$ cat config.mk
export PLATFORM = sky130hd
export DESIGN_NAME = cvxif_share_arb
export DESIGN_NICKNAME = d
export VERILOG_FILES = /design/src/rtl/cvxif_share_arb.sv
export SDC_FILE = /design/constraint.sdc
export NUM_CORES = 1
export LEC_CHECK = 0
export BUFFER_PORTS_ARGS = -buffer_cell sky130_fd_sc_hd__buf_2
export CAP_MARGIN = 5
export CORE_AREA = 2 2 100 102
export DETAILED_ROUTE_END_ITERATION = 16
export DIE_AREA = 0 0 102 104
export GPL_TIMING_DRIVEN = 0
export PLACE_DENSITY = 0.66
export SETUP_SLACK_MARGIN = 0.1
export SLEW_MARGIN = 20
export SYNTH_ARGS = -nofsm -noshare
export SYNTH_HDL_FRONTEND = slang
export SYNTH_SLANG_ARGS = --single-unit
export TNS_END_PERCENT = 50
$ cat constraint.sdc
create_clock -name clk_i -period 5.5 [get_ports clk_i]
set_clock_uncertainty 0.05 [all_clocks]
set_input_delay 0.275 -clock clk_i [delete_from_list [all_inputs] [get_ports clk_i]]
set_output_delay 0.275 -clock clk_i [all_outputs]
set_load 0.05 [all_outputs]
$ cat src/rtl/cvxif_share_arb.sv
// Shares one CV-X-IF coprocessor between several requesters: a round-robin issue
// arbiter with a one-entry output register, plus tag-based result routing.
module cvxif_share_arb #(
  parameter  int unsigned NrHarts        = 2,
  parameter  int unsigned IdWidth        = 3,
  parameter  int unsigned MaxOutstanding = 4,
  localparam int unsigned TagWidth       = (NrHarts > 1) ? $clog2(NrHarts) : 1
) (
  input  logic                          clk_i,
  input  logic                          rst_ni,

  input  logic [NrHarts-1:0]            issue_valid_i,
  output logic [NrHarts-1:0]            issue_ready_o,
  input  logic [NrHarts*IdWidth-1:0]    issue_id_i,
  input  logic [NrHarts*32-1:0]         issue_instr_i,

  output logic                          cop_issue_valid_o,
  input  logic                          cop_issue_ready_i,
  output logic [TagWidth+IdWidth-1:0]   cop_issue_id_o,
  output logic [31:0]                   cop_issue_instr_o,

  input  logic                          cop_result_valid_i,
  output logic                          cop_result_ready_o,
  input  logic [TagWidth+IdWidth-1:0]   cop_result_id_i,
  input  logic [63:0]                   cop_result_data_i,

  output logic [NrHarts-1:0]            result_valid_o,
  input  logic [NrHarts-1:0]            result_ready_i,
  output logic [IdWidth-1:0]            result_id_o,
  output logic [63:0]                   result_data_o,

  output logic                          tag_err_o
);

  localparam int unsigned CntWidth = $clog2(MaxOutstanding + 1);
  localparam int unsigned TidWidth = TagWidth + IdWidth;

  logic                              issue_valid_q, issue_valid_d;
  logic [TidWidth-1:0]               issue_id_q, issue_id_d;
  logic [31:0]                       issue_instr_q, issue_instr_d;
  logic [TagWidth-1:0]               rr_q, rr_d;
  logic [NrHarts-1:0][CntWidth-1:0]  cnt_q, cnt_d;
  logic                              tag_err_q, tag_err_d;

  logic                              reg_free;
  logic [NrHarts-1:0]                eligible;
  logic                              grant_found;
  logic [TagWidth-1:0]               grant_idx;
  logic                              accept;
  logic [IdWidth-1:0]                sel_id;
  logic [31:0]                       sel_instr;

  logic [TagWidth-1:0]               res_tag;
  logic                              res_routed;
  logic [NrHarts-1:0]                res_hs;

  assign reg_free = !issue_valid_q || cop_issue_ready_i;

  always_comb begin
    eligible = '0;
    for (int k = 0; k < NrHarts; k++) begin
      eligible[k] = issue_valid_i[k] && (cnt_q[k] < CntWidth'(MaxOutstanding));
    end
  end

  // Two passes implement "first eligible at or after rr_q, then wrap to 0".
  always_comb begin
    grant_found = 1'b0;
    grant_idx   = '0;
    for (int k = 0; k < NrHarts; k++) begin
      if (!grant_found && eligible[k] && (TagWidth'(k) >= rr_q)) begin
        grant_found = 1'b1;
        grant_idx   = TagWidth'(k);
      end
    end
    for (int k = 0; k < NrHarts; k++) begin
      if (!grant_found && eligible[k] && (TagWidth'(k) < rr_q)) begin
        grant_found = 1'b1;
        grant_idx   = TagWidth'(k);
      end
    end
  end

  assign accept = rst_ni && reg_free && grant_found;

  always_comb begin
    issue_ready_o = '0;
    sel_id        = '0;
    sel_instr     = '0;
    for (int k = 0; k < NrHarts; k++) begin
      if (grant_idx == TagWidth'(k)) begin
        issue_ready_o[k] = accept;
        sel_id           = issue_id_i[k*IdWidth +: IdWidth];
        sel_instr        = issue_instr_i[k*32 +: 32];
      end
    end
  end

  // Drain and reload may coincide, which keeps one issue per cycle flowing.
  always_comb begin
    issue_valid_d = issue_valid_q;
    issue_id_d    = issue_id_q;
    issue_instr_d = issue_instr_q;
    if (cop_issue_ready_i) begin
      issue_valid_d = 1'b0;
    end
    if (accept) begin
      issue_valid_d = 1'b1;
      issue_id_d    = {grant_idx, sel_id};
      issue_instr_d = sel_instr;
    end
  end

  always_comb begin
    rr_d = rr_q;
    if (accept) begin
      rr_d = (grant_idx == TagWidth'(NrHarts - 1)) ? '0 : grant_idx + TagWidth'(1);
    end
  end

  assign res_tag = cop_result_id_i[IdWidth +: TagWidth];

  // A result is routed only to an existing requester that has something outstanding;
  // anything else is swallowed so the coprocessor never stalls on a bad tag.
  always_comb begin
    res_routed         = 1'b0;
    cop_result_ready_o = 1'b1;
    result_valid_o     = '0;
    res_hs             = '0;
    for (int k = 0; k < NrHarts; k++) begin
      if ((res_tag == TagWidth'(k)) && (cnt_q[k] != '0)) begin
        res_routed         = 1'b1;
        cop_result_ready_o = result_ready_i[k];
        result_valid_o[k]  = cop_result_valid_i;
        res_hs[k]          = cop_result_valid_i && result_ready_i[k];
      end
    end
  end

  assign tag_err_d = tag_err_q || (cop_result_valid_i && !res_routed);

  always_comb begin
    cnt_d = cnt_q;
    for (int k = 0; k < NrHarts; k++) begin
      if (accept && (grant_idx == TagWidth'(k)) && !res_hs[k]) begin
        cnt_d[k] = cnt_q[k] + CntWidth'(1);
      end else if (res_hs[k] && !(accept && (grant_idx == TagWidth'(k)))) begin
        cnt_d[k] = cnt_q[k] - CntWidth'(1);
      end
    end
  end

  always_ff @(posedge clk_i) begin
    if (!rst_ni) begin
      issue_valid_q <= 1'b0;
      issue_id_q    <= '0;
      issue_instr_q <= '0;
      rr_q          <= '0;
      cnt_q         <= '0;
      tag_err_q     <= 1'b0;
    end else begin
      issue_valid_q <= issue_valid_d;
      issue_id_q    <= issue_id_d;
      issue_instr_q <= issue_instr_d;
      rr_q          <= rr_d;
      cnt_q         <= cnt_d;
      tag_err_q     <= tag_err_d;
    end
  end

  assign cop_issue_valid_o = issue_valid_q;
  assign cop_issue_id_o    = issue_id_q;
  assign cop_issue_instr_o = issue_instr_q;
  assign result_id_o       = cop_result_id_i[IdWidth-1:0];
  assign result_data_o     = cop_result_data_i;
  assign tag_err_o         = tag_err_q;

endmodule

# After elaboration in Yosys (flattened, before gate mapping)
# Index checks and enable logic that the tools add are counted.
[word_totals]
register_bits = 45
in_bits = 146
out_inout_bits = 110
word_cells = 84
[classes]
add_sub_neg = 5
magnitude_cmp = 6
n_mux = 26
n_bitwise = 2
reduce_logical = 38
[ops]
columns = ["operator", "count"]
rows = [
  ["32-bit 2-to-1 mux", 1],
  ["1-bit logical AND", 22],
  ["1-bit 2-to-1 mux", 20],
  ["3-bit 2-to-1 mux", 5],
  ["1-bit zero test", 9],
  ["3-bit by 1-bit adder with 3-bit output (second input constant)", 2],
  ["3-bit < comparator (second input constant)", 2],
  ["2-bit nonzero test", 3],
  ["3-bit nonzero test", 2],
  ["3-bit by 1-bit subtractor with 3-bit output (second input constant)", 2],
  ["1-bit >= comparator (first input constant)", 2],
  ["1-bit logical OR", 2],
  ["1-bit < comparator (first input constant)", 2],
  ["1-bit inverter", 2],
  ["1-bit adder (second input constant)", 1],
]

# Logic depth before layout (Yosys ltp)
[logic_depth]
word_depth = 22
mapped_depth = 11
ltp_nobuf = 10

# Worst setup path after synthesis
# OpenSTA, ideal clock, no wires.
[synth_timing]
kind = "reg2reg"
start = "register issue_valid_q, in the netlist cop_issue_valid_o"
end = "register cnt_q[2] in the netlist's numbering"
setup_time_ns = 0.076
arrival_ns = 2.818
t_required_ns = 5.374
slack_ns = 2.557
path_stages_with_launch = 12
path_buffers = 2
synth_period_minus_slack_ns = 2.943
cell_sequence = "dfxtp_1 > nand2b_1 > o211a_1 > buf_2 > buf_2 > and2_1 > ha_1 > inv_1 > fa_1 > xor2_1 > or3_1 > a21boi_0"
[synth_between]
elab_chain_cells = 8
elab_cells_between_ends = 10
cone_classes = "mux: 1; reduce/logical: 9"
[synth_lines]
columns = ["item", "line", "text"]
rows = [
  ["start: declaration", "38", "logic issue_valid_q, issue_valid_d;"],
  ["start signal: assignment", "162", "issue_valid_q <= issue_valid_d;"],
  ["1-bit zero test *", "57", "assign reg_free = !issue_valid_q || cop_issue_ready_i;"],
  ["1-bit logical OR *", "57", ""],
  ["1-bit logical AND * (2 in series)", "84", "assign accept = rst_ni && reg_free && grant_found;"],
  ["1-bit logical AND *", "145, 147", ""],
  ["1-bit zero test", "147", "end else if (res_hs[k] && !(accept && (grant_idx == TagWidth'(k)))) begin"],
  ["1-bit logical AND", "147", ""],
  ["2-bit nonzero test (no source line)", "n/a", ""],
  ["end signal: assignment", "166", "cnt_q <= cnt_d;"],
  ["end: declaration", "42", "logic [NrHarts-1:0][CntWidth-1:0] cnt_q, cnt_d;"],
]
# Mark *: on every way between the ends. The rest lies on a longest branch, timed or not.
# A chain may end at the register's enable or synchronous reset.

# Worst setup path in the final report
[layout_timing]
start = "register cnt_q[2] in the netlist's numbering"
end = "register cnt_q[2] in the netlist's numbering"
[layout_between]
elab_chain_cells = 21
elab_cells_between_ends = 34
cone_classes = "add/sub: 2; order compare: 1; mux: 10; bitwise: 1; reduce/logical: 20"
[layout_lines]
columns = ["item", "line", "text"]
rows = [
  ["3-bit < comparator", "62", "eligible[k] = issue_valid_i[k] && (cnt_q[k] < CntWidth'(MaxOutstanding));"],
  ["1-bit logical AND", "62", ""],
  ["1-bit logical AND", "71", "if (!grant_found && eligible[k] && (TagWidth'(k) >= rr_q)) begin"],
  ["1-bit 2-to-1 mux", "71", ""],
  ["1-bit zero test", "71", ""],
  ["1-bit logical AND (2 in series)", "71", ""],
  ["1-bit 2-to-1 mux", "71", ""],
  ["1-bit zero test", "77", "if (!grant_found && eligible[k] && (TagWidth'(k) < rr_q)) begin"],
  ["[3 not listed]", "n/a", ""],
  ["1-bit zero test", "77", ""],
  ["1-bit logical AND (2 in series)", "77", ""],
  ["1-bit 2-to-1 mux", "77", ""],
  ["1-bit logical AND / 1-bit inverter (equally long branches)", "84, 145, 147", ""],
  ["1-bit logical AND", "145, 147", ""],
  ["1-bit zero test", "147", ""],
  ["1-bit logical AND", "147", ""],
  ["2-bit nonzero test (no source line)", "n/a", ""],
]
# Parallel ways exist; a longest one is shown, timed or not. The select of a mux whose other input is x is not followed.

==> metrics.yaml <==
status: "completed"
peakVddDrop_uv: 111
crit_type: "register to register"
hold_ws_ns: 0.175
rows: 36
setup_viol: 0
grt.total_usage_pct: 14.4
crit_path_end_kind: "register"
p_int_w: 0.000619
worstSkewPairLatency_ns: 0.29
cts.sinks: 45
cts_setup_buffers: 0
ys_warn_count: 0
final_cell_mix: "buf_2, nand2_1, buf_4"
slowest_stage: "or3b_4"
first_iter_violations: 68
antenna_cells: 0
worstPathArrival_ns: 2.97
area_delta_synth_final_pct: 47.0
worstMarginPinSlew_ns: 0.526
cpPeakStageDelay_ns: 0.41
portBuffers: 187
dp_hpwl_mm: 6.27
drv_cap: 0
fin_crit_sh_pct: 50.9
combPwrFrac_pct: 46.9
clockRootBuffer: "clkbuf_8"
final_common_cell: "buf_2"
clk_pin_slew_ns: 0.09
coreArea_um2: 9550
rsz0062_at_grt: "false"
worstPathCellList: "or3b_4 > nand2_2 > buf_2 > and2_1 > ha_1 > inv_1 > fa_1 > xor2_1 > or3_1 > a21boi_0"
p_clk_share_pct: 18.4
n_fill_cell: 1042
fin_nets: 665
final_cells: 649
hold_viol: 0
grt_first_pass_wirelength_mm: 12.3
ys_seq_elements: 45
crit_family: "simple AND/OR/NAND/NOR gates"
slew_violations: 0
synthCells: 321
switchingPower_w: 0.000506
synth_seq_area_share_pct: 35.7
slew-limit-headroom_pct: 64.9
ant_nets: 0
vias: 2815
firstDrtPassIters: 6
wl_mm: 8.03
die_area_um2: 10600
cts_made_buffers: 5
critPathMaxFanout: 10
path_buf_inv: 2
seqPwrFrac_pct: 34.8
worstHoldPathType: "input port to register"
finalPower_w: 0.00113
wl_per_cell_um: 12.4
gp_congestion: 0.676
finalWorstPathRequiredPeriod_ns: 2.80
synth_fp_nets: 471
start_util_pct: 26.5
cts_resized: 0
drive_gt1_share_pct: 53.9
dieHeight_um: 104
cts_hold_buf: 0
overflow: 0
syn_area_um2: 2530
grt_max_degree: 14
via_per_inst: 4.34
placedCellCount: 641
worstPathRequired_ns: 5.68
critPathLaunchType: "register"
antenna_found_initial: 0
synth_cell_types: 30
leakage_nw: 1.99
tns_ns: 0
drc_errors: 0
final_core_util_pct: 38.9
ioPinCount: 256
clockBufferDepth: 2
cts_tree: "yes"
synth.avg_cell_area_um2: 7.87
power_switching_share_pct: 45.0
fmax_ghz: 0.357
htree_num_levels: 2
power.density_nw_per_um2: 303
grt_pass1_vias: 2671
fp.dieW_um: 102
## final timing paths
kind	from	to	cells after the start	slack (ns)
hold reg to reg	tag_err_o	tag_err_o	2	0.44
setup reg to reg	cnt_q[2]	cnt_q[2]	10	2.70
hold / removal	issue_id_i[1]	cop_issue_id_o[1]	3	0.18
setup / recovery	cnt_q[2]	cnt_q[2]	10	2.70
## Yosys cell counts, drive strengths merged
library cell / number / area share, %
inv: 3 / 0.45
mux2i: 2 / 0.79
o31ai: 2 / 0.59
nor3: 1 / 0.20
nor2: 3 / 0.45
o211a: 1 / 0.40
o32a: 1 / 0.40
xnor2: 2 / 0.69
nor2b: 4 / 1.1
and2b: 1 / 0.30
o21a: 1 / 0.30
and2: 7 / 1.9
ha: 2 / 0.99
a31oi: 35 / 8.7
nand2: 75 / 11
xor2: 2 / 0.69
dfxtp: 45 / 36
a21boi: 3 / 0.89
buf: 80 / 23
o21ai: 38 / 7.5
fa: 2 / 1.6
or3: 2 / 0.50
clkbuf: 7 / 1.0
nand2b: 1 / 0.25
or3b: 1 / 0.45
## logic make-up after synthesis
family / synth area share [%]
xor gates and xnor gates: 1.39
buffers and inverters: 24.4
adders and majority gates: 2.58
AOI/OAI and AO/OA: 18.8
and+or+nand+nor: 16.4
muxes: 0.793
DFF: 35.7
## layout make-up
cell class                      instances  area (µm²)  area share, %
Timing Repair Buffer                  187         936           25.2
Tap cell                              133         166           4.48
Clock buffer                            7        76.3           2.06
Sequential cell                        45         901           24.3
Clock inverter                          1        7.51          0.202
Multi-Input combinational cell        186        1010           27.2
Buffer                                 87         606           16.3
Inverter                                3        11.3          0.303
## metrics by stage
step	worst slack, ns	area [µm²]
after floorplan	2.56	2530
after global placement	2.71	3630
after detailed placement	2.65	3630
after CTS	2.66	3710
after global routing	2.47	3710
final	2.70	3710
## metal layers
| layer | track usage, % | vias up | wire length (µm) |
|---|---|---|---|
| li1 | - | 1395 | - |
| met2 | 26.5 | 137 | 4060 |
| met4 | 4.19 | 0 | 48 |
| met3 | 2.35 | 2 | 595 |
| met1 | 16.7 | 1281 | 3320 |
| met5 | 0 | - | 0 |
## power groups by stage
stage / combinational, W / clock, W / sequential (W)
2_1_floorplan: 0.000288 / 0 / 0.000509
3_3_place_gp: 0.000524 / 0 / 0.000397
3_5_place_dp: 0.000531 / 0 / 0.000398
4_1_cts: 0.000533 / 0.000218 / 0.000391
5_1_grt: 0.000568 / 0.000228 / 0.000396
6_report: 0.000527 / 0.000207 / 0.000391
## worst reg2reg max path, cell delays in order, from the launching register on
cell and delay (ns):
dfxtp_1 0.35, or3b_4 0.41, nand2_2 0.20, buf_2 0.28
and2_1 0.19, ha_1 0.19, inv_1 0.06, fa_1 0.37
xor2_1 0.16, or3_1 0.30, a21boi_0 0.16
## state kept, by name, summed over array words and instances (netlist names)
signal / flops
cop_issue_instr_o: 32
rr_q: 1
cop_issue_id_o: 4
cnt_q: 6
tag_err_o: 1
cop_issue_valid_o: 1
Note: power is estimated with default switching activity, not from simulation.
